===== config.mk =====
export PLATFORM = sky130hd
export DESIGN_NAME = register_scoreboard_flat
export DESIGN_NICKNAME = d
export VERILOG_FILES = /design/src/rtl/register_scoreboard_if.sv /design/src/rtl/register_scoreboard.sv /design/src/flat_wrapper.sv
export SDC_FILE = /design/constraint.sdc
export NUM_CORES = 1
export LEC_CHECK = 0
export ABC_AREA = 1
export CAP_MARGIN = 0
export CELL_PAD_IN_SITES_DETAIL_PLACEMENT = 1
export CELL_PAD_IN_SITES_GLOBAL_PLACEMENT = 1
export CORE_ASPECT_RATIO = 0.9
export CORE_UTILIZATION = 35
export CTS_CLUSTER_SIZE = 16
export DETAILED_ROUTE_END_ITERATION = 7
export GPL_ROUTABILITY_DRIVEN = 1
export GPL_TIMING_DRIVEN = 0
export HOLD_SLACK_MARGIN = 0.06
export MAX_ROUTING_LAYER = met4
export PLACE_DENSITY_LB_ADDON = 0.1
export REMOVE_ABC_BUFFERS = 1
export SLEW_MARGIN = 20
export SYNTH_ARGS = -nofsm -noshare
export SYNTH_HDL_FRONTEND = slang
export SYNTH_SLANG_ARGS = --single-unit

===== constraint.sdc =====
create_clock -name i_clk -period 2.9 [get_ports i_clk]
set_clock_uncertainty 0.1 [all_clocks]
set_input_delay 0.87 -clock i_clk [delete_from_list [all_inputs] [get_ports i_clk]]
set_output_delay 0.87 -clock i_clk [all_outputs]
set_load 0.01 [all_outputs]

===== src/rtl/register_scoreboard_if.sv =====
// Issue/retire hazard interface between the decode/writeback stages and the
// register scoreboard.
interface register_scoreboard_if #(
  parameter int NUM_REGS = 16,
  parameter int SEL_W    = 4
);
  logic                i_flush;
  logic                i_issue_valid;
  logic                i_issue_re1;
  logic [SEL_W-1:0]    i_issue_rs1;
  logic                i_issue_re2;
  logic [SEL_W-1:0]    i_issue_rs2;
  logic                i_issue_we;
  logic [SEL_W-1:0]    i_issue_ws;
  logic                i_retire_we;
  logic [SEL_W-1:0]    i_retire_ws;
  logic                o_stall;
  logic                o_issue_fire;
  logic [NUM_REGS-1:0] o_pending;
  logic                o_busy;
  logic                o_underflow;

  modport master (
    output i_flush, i_issue_valid, i_issue_re1, i_issue_rs1, i_issue_re2,
           i_issue_rs2, i_issue_we, i_issue_ws, i_retire_we, i_retire_ws,
    input  o_stall, o_issue_fire, o_pending, o_busy, o_underflow
  );

  modport slave (
    input  i_flush, i_issue_valid, i_issue_re1, i_issue_rs1, i_issue_re2,
           i_issue_rs2, i_issue_we, i_issue_ws, i_retire_we, i_retire_ws,
    output o_stall, o_issue_fire, o_pending, o_busy, o_underflow
  );
endinterface


===== src/rtl/register_scoreboard.sv =====
// Per-register pending-write counters: decode issues writes, writeback retires
// them, and the read-after-write / counter-saturation stall is derived locally.
module register_scoreboard #(
  parameter int NUM_REGS = 16,
  parameter int SEL_W    = 4,
  parameter int CNT_W    = 2
) (
  input  logic                  i_clk,
  input  logic                  i_reset,
  register_scoreboard_if.slave  sb
);
  localparam logic [CNT_W-1:0] MAX = '1;

  logic [CNT_W-1:0]    r_cnt [NUM_REGS];
  logic                r_underflow;
  logic                w_stall;
  logic                w_fire;
  logic                w_uf_hit;
  logic [NUM_REGS-1:0] w_pending;

  // Stall looks only at registered counts, so a same-cycle retire never bypasses.
  always_comb begin
    w_stall = sb.i_issue_valid &&
              ((sb.i_issue_re1 && (r_cnt[sb.i_issue_rs1] != '0)) ||
               (sb.i_issue_re2 && (r_cnt[sb.i_issue_rs2] != '0)) ||
               (sb.i_issue_we  && (r_cnt[sb.i_issue_ws]  == MAX)));
    w_fire  = sb.i_issue_valid && !w_stall;
  end

  always_comb begin
    w_pending = '0;
    for (int r = 0; r < NUM_REGS; r++) begin
      w_pending[r] = (r_cnt[r] != '0);
    end
  end

  // A retire to an idle register is an error unless a matching issue consumes it.
  always_comb begin
    w_uf_hit = sb.i_retire_we && (r_cnt[sb.i_retire_ws] == '0) &&
               !(w_fire && sb.i_issue_we && (sb.i_issue_ws == sb.i_retire_ws));
  end

  always_ff @(posedge i_clk) begin
    if (i_reset) begin
      for (int r = 0; r < NUM_REGS; r++) r_cnt[r] <= '0;
      r_underflow <= 1'b0;
    end else if (sb.i_flush) begin
      for (int r = 0; r < NUM_REGS; r++) r_cnt[r] <= '0;
    end else begin
      for (int r = 0; r < NUM_REGS; r++) begin
        logic inc, dec;
        inc = w_fire && sb.i_issue_we && (sb.i_issue_ws == SEL_W'(r));
        dec = sb.i_retire_we && (sb.i_retire_ws == SEL_W'(r));
        if (inc && !dec)
          r_cnt[r] <= r_cnt[r] + 1'b1;
        else if (dec && !inc && (r_cnt[r] != '0))
          r_cnt[r] <= r_cnt[r] - 1'b1;
      end
      if (w_uf_hit) r_underflow <= 1'b1;
    end
  end

  assign sb.o_stall      = w_stall;
  assign sb.o_issue_fire = w_fire;
  assign sb.o_pending    = w_pending;
  assign sb.o_busy       = |w_pending;
  assign sb.o_underflow  = r_underflow;
endmodule


===== src/flat_wrapper.sv =====
// flat-port wrapper written by rule: the top's interface ports become plain ports
module register_scoreboard_flat 
#(
  parameter int NUM_REGS = 16,
  parameter int SEL_W    = 4,
  parameter int CNT_W    = 2
)
  (i_clk, i_reset, sb_i_flush, sb_i_issue_valid, sb_i_issue_re1, sb_i_issue_rs1, sb_i_issue_re2, sb_i_issue_rs2, sb_i_issue_we, sb_i_issue_ws, sb_i_retire_we, sb_i_retire_ws, sb_o_stall, sb_o_issue_fire, sb_o_pending, sb_o_busy, sb_o_underflow);
  register_scoreboard_if #(.NUM_REGS(NUM_REGS), .SEL_W(SEL_W)) sb_i ();
  input  logic i_clk;
  input  logic i_reset;
  input wire logic [$bits(sb_i.i_flush)-1:0] sb_i_flush;
  input wire logic [$bits(sb_i.i_issue_valid)-1:0] sb_i_issue_valid;
  input wire logic [$bits(sb_i.i_issue_re1)-1:0] sb_i_issue_re1;
  input wire logic [$bits(sb_i.i_issue_rs1)-1:0] sb_i_issue_rs1;
  input wire logic [$bits(sb_i.i_issue_re2)-1:0] sb_i_issue_re2;
  input wire logic [$bits(sb_i.i_issue_rs2)-1:0] sb_i_issue_rs2;
  input wire logic [$bits(sb_i.i_issue_we)-1:0] sb_i_issue_we;
  input wire logic [$bits(sb_i.i_issue_ws)-1:0] sb_i_issue_ws;
  input wire logic [$bits(sb_i.i_retire_we)-1:0] sb_i_retire_we;
  input wire logic [$bits(sb_i.i_retire_ws)-1:0] sb_i_retire_ws;
  output wire logic [$bits(sb_i.o_stall)-1:0] sb_o_stall;
  output wire logic [$bits(sb_i.o_issue_fire)-1:0] sb_o_issue_fire;
  output wire logic [$bits(sb_i.o_pending)-1:0] sb_o_pending;
  output wire logic [$bits(sb_i.o_busy)-1:0] sb_o_busy;
  output wire logic [$bits(sb_i.o_underflow)-1:0] sb_o_underflow;
  assign sb_i.i_flush = sb_i_flush;
  assign sb_i.i_issue_valid = sb_i_issue_valid;
  assign sb_i.i_issue_re1 = sb_i_issue_re1;
  assign sb_i.i_issue_rs1 = sb_i_issue_rs1;
  assign sb_i.i_issue_re2 = sb_i_issue_re2;
  assign sb_i.i_issue_rs2 = sb_i_issue_rs2;
  assign sb_i.i_issue_we = sb_i_issue_we;
  assign sb_i.i_issue_ws = sb_i_issue_ws;
  assign sb_i.i_retire_we = sb_i_retire_we;
  assign sb_i.i_retire_ws = sb_i_retire_ws;
  assign sb_o_stall = sb_i.o_stall;
  assign sb_o_issue_fire = sb_i.o_issue_fire;
  assign sb_o_pending = sb_i.o_pending;
  assign sb_o_busy = sb_i.o_busy;
  assign sb_o_underflow = sb_i.o_underflow;
  register_scoreboard #(.NUM_REGS(NUM_REGS), .SEL_W(SEL_W), .CNT_W(CNT_W)) u_core (.i_clk(i_clk), .i_reset(i_reset), .sb(sb_i));
endmodule

==> metrics.md <==
| Metric | Value |
|---|---|
| WP data arrival | `2280 ps` |
| First-pass GRT wire length | `about 24000 um` |
| Static Leak | `between 2 and 2.5 nW` |
| VDD IR max | `0.000212 V` |
| Share of the synthesized area in the top cell type | `between 20% and 30%` |
| Commonest non-fill, non-tap cells in the layout | `nand2_1, inv_1, nor2_1` |
| Hold-fix buffers, CTS | `0` |
| Die Wd | `between 100 and 150 um` |
| Post-synth cell types | `34` |
| 1st-pass router iterations | `5` |
| Layout cells sized above 1 | `between 20 and 30%` |
| Status | `complete, but fails checks` |
| Gpl congestion | `slightly above 0.9` |
| H-tree lvl count | `2` |
| Final min period | `between 3000 and 4000 ps` |
| CP Capture Type | `output port` |
| Final Net Count | `~700` |
| Initial DRC Count | `between 200 and 300` |
| Peak Freq | `about 310 MHz` |
| Final Hold Vio Count | `0` |
| MaxCap Viol Count | `0` |
| Routed via count | `roughly 4300` |
| Largest cells by area after synthesis | `edfxtp_1, nand2_1, inv_1` |
| Slowest-stage cell, CP | `clkinvlp_4` |
| Setup Viol. Count Final | `61` |
| Post-DRT Antenna Nets | `0` |
| Post-Syn Instances | `approximately 610` |
| Worst-path clk slew | `60 ps` |
| Initial antenna violation count | `0` |
| Core area | `roughly 10000 sq um` |
| Die height | `about 100 um` |
| TritonCTS Buffers | `5` |
| Initial Utilization | `a little over a third` |
| Startpoint Class | `primary input` |
| Slew margin rel. | `roughly 64%` |
| Mapped Area | `approximately 3600 sq um` |
| Syn avg cell area | `roughly 5.9 sq um` |
| GR Util All Layers | `a little under a third` |
| Slowest stage delay, CP | `220 ps` |
| Worst endpoint required time | `slightly below 2000 ps` |
| Violated checks | `negative setup slack` |
| DR vias/cell | `between 5 and 6` |
| Vias in the first global route | `approximately 4500` |
| WL final | `~15000 um` |
| Fin crit share | `112%` |
| RSZ-0062 raised after global routing | `yes` |
| PwrDens | `around 330 nW/um^2` |
| Layout fillers | `around 1300` |
| Synth-to-layout area growth | `44.0%` |
| Worst slew pin tran | `~530 ps` |
| Pre-CTS setup slack | `-2430 ps` |
| Diode count | `0` |
| R2R cell count | `18` |
| Latest clock arrival within the worst-skew pair | `280 ps` |
| CTS root buf | `clkbuf_16` |
| Setup CP Type | `primary input to output port` |
| Yosys reg bits | `33` |
| HP Class | `register to register` |
| Final slew viol count | `0` |
| Sequential area share after synthesis | `a little over a quarter` |
| Most common cell after layout, fill and taps aside | `nand2_1` |
| Placement Rows | `34` |
| Leading area contributor after synthesis | `edfxtp_1` |
| Crit Path Max Fanout | `8` |
| Post-DP HPWL | `roughly 10000 um` |
| Clock Tree Buf Depth | `2` |
| CTS tree | `built` |
| Drt wl/cell | `roughly 19 um` |
| Gr ovfl total | `0` |
| Worst-path cell chain | `buf_12 > clkinvlp_4 > nand2_2 > nand2_1 > nand2_2 > nand2_1 > inv_1 > nand2_2 > nand3_4 > nand3_4 > buf_6 > nor2_4 > buf_6` |
| # DRC | `0` |
| Port buffer count | `between 40 and 50` |
| Synth Warn # | `0` |
| Most frequent CP cell | `nand2_2` |
| I/O pin total | `44` |
| Die area | `approximately 11000 sq um` |
| Largest net degree at the start of global routing | `18` |
| CTS sink count | `33` |
| Final Core Density | `between 50% and 60%` |
| Final WS setup | `-349 ps` |
| WHS Path Cells | `2` |
critical path, delay by kind of cell:
| family | cells | cell delay [ps] |
|---|---|---|
| and+or+nand+nor | 8 | 740 |
| buffers and inverters | 5 | 660 |
metal layers:
layer	vias up	wire length (um)	global-route usage [%]
met5	-	0	-
met4	0	439	9.36
met3	32	600	3.47
met2	123	7380	48.9
met1	2082	6820	39.0
li1	2066	-	-
layout make-up:
type | count | area (sq um) | area share [%]
multi-input combinational | 456 | 2660 | 51.6
timing repair inverter | 2 | 16.3 | 0.315
sequential | 33 | 981 | 19.0
clock buffer | 6 | 129 | 2.49
tap | 126 | 158 | 3.05
timing repair buffer | 73 | 773 | 15.0
inverter | 108 | 435 | 8.43
clock inverter | 2 | 10.0 | 0.194
timing repair:
item                       4_1_cts  5_1_grt
cloned                           5        0
pin swaps                       40       20
buffers inserted                19       11
resized for setup              176       67
setup endpoints to repair       68       68
report_power, final:
| group | switching, mW | total [mW] | internal (mW) |
|---|---|---|---|
| registers | 0.0233 | 0.570 | 0.547 |
| clock network | 0.218 | 0.534 | 0.316 |
| logic | 0.364 | 0.596 | 0.232 |
| total | 0.605 | 1.70 | 1.09 |
stage by stage:
step	power, mW	area [sq um]	setup TNS, ps	hold slack, ps	instances
3_5_place_dp	1.01	4090	-125720	351	767
2_1_floorplan	0.815	3490	-2630	368	597
4_1_cts	1.66	4920	-7570	360	799
3_3_place_gp	1.00	4080	-134700	340	766
6_report	1.70	5170	-4820	369	806
5_1_grt	1.77	5170	-10950	408	806
worst paths after layout:
path	start	to	slack, ps
worst min register to register	u_core.sb.o_underflow$_SDFFE_PP0P_	u_core.sb.o_underflow$_SDFFE_PP0P_	370
worst min-delay path	u_core.sb.o_underflow$_SDFFE_PP0P_	u_core.sb.o_underflow$_SDFFE_PP0P_	370
worst max-delay path	sb_i_issue_ws[1]	sb_o_issue_fire	-350
worst max register to register	u_core.r_cnt[3][0]$_SDFFCE_PN0P_	u_core.r_cnt[3][1]$_SDFFCE_PN0P_	-60
state kept, by name (all words and copies together) (netlist names):
name	cells
u_core.r_cnt	32
u_core.sb.o_underflow	1
cell usage after synthesis, drive strengths merged:
cell type,number
a21oi,15
a22oi,2
a31oi,3
and3,1
buf,10
clkbuf,6
dfxtp,1
edfxtp,32
ha,10
inv,108
nand2,230
nand3,65
nand3b,2
nand4,3
nor2,79
nor3,11
nor4,11
o211ai,1
o21ai,13
o221ai,2
o22ai,4
xnor2,1
xor2,3
cell families after synthesis:
| kind of cell | count (synthesis) | share of synthesized area (%) |
|---|---|---|
| AND/OR/NAND/NOR | 402 | 47.9 |
| flip-flops | 33 | 27.3 |
| adder cells (fa/ha/maj) | 10 | 3.49 |
| XOR/XNOR | 4 | 0.977 |
| buffers and inverters | 124 | 14.1 |
| AO/OA/AOI/OAI | 40 | 6.24 |
No activity file was read; power rests on OpenSTA's default activity.
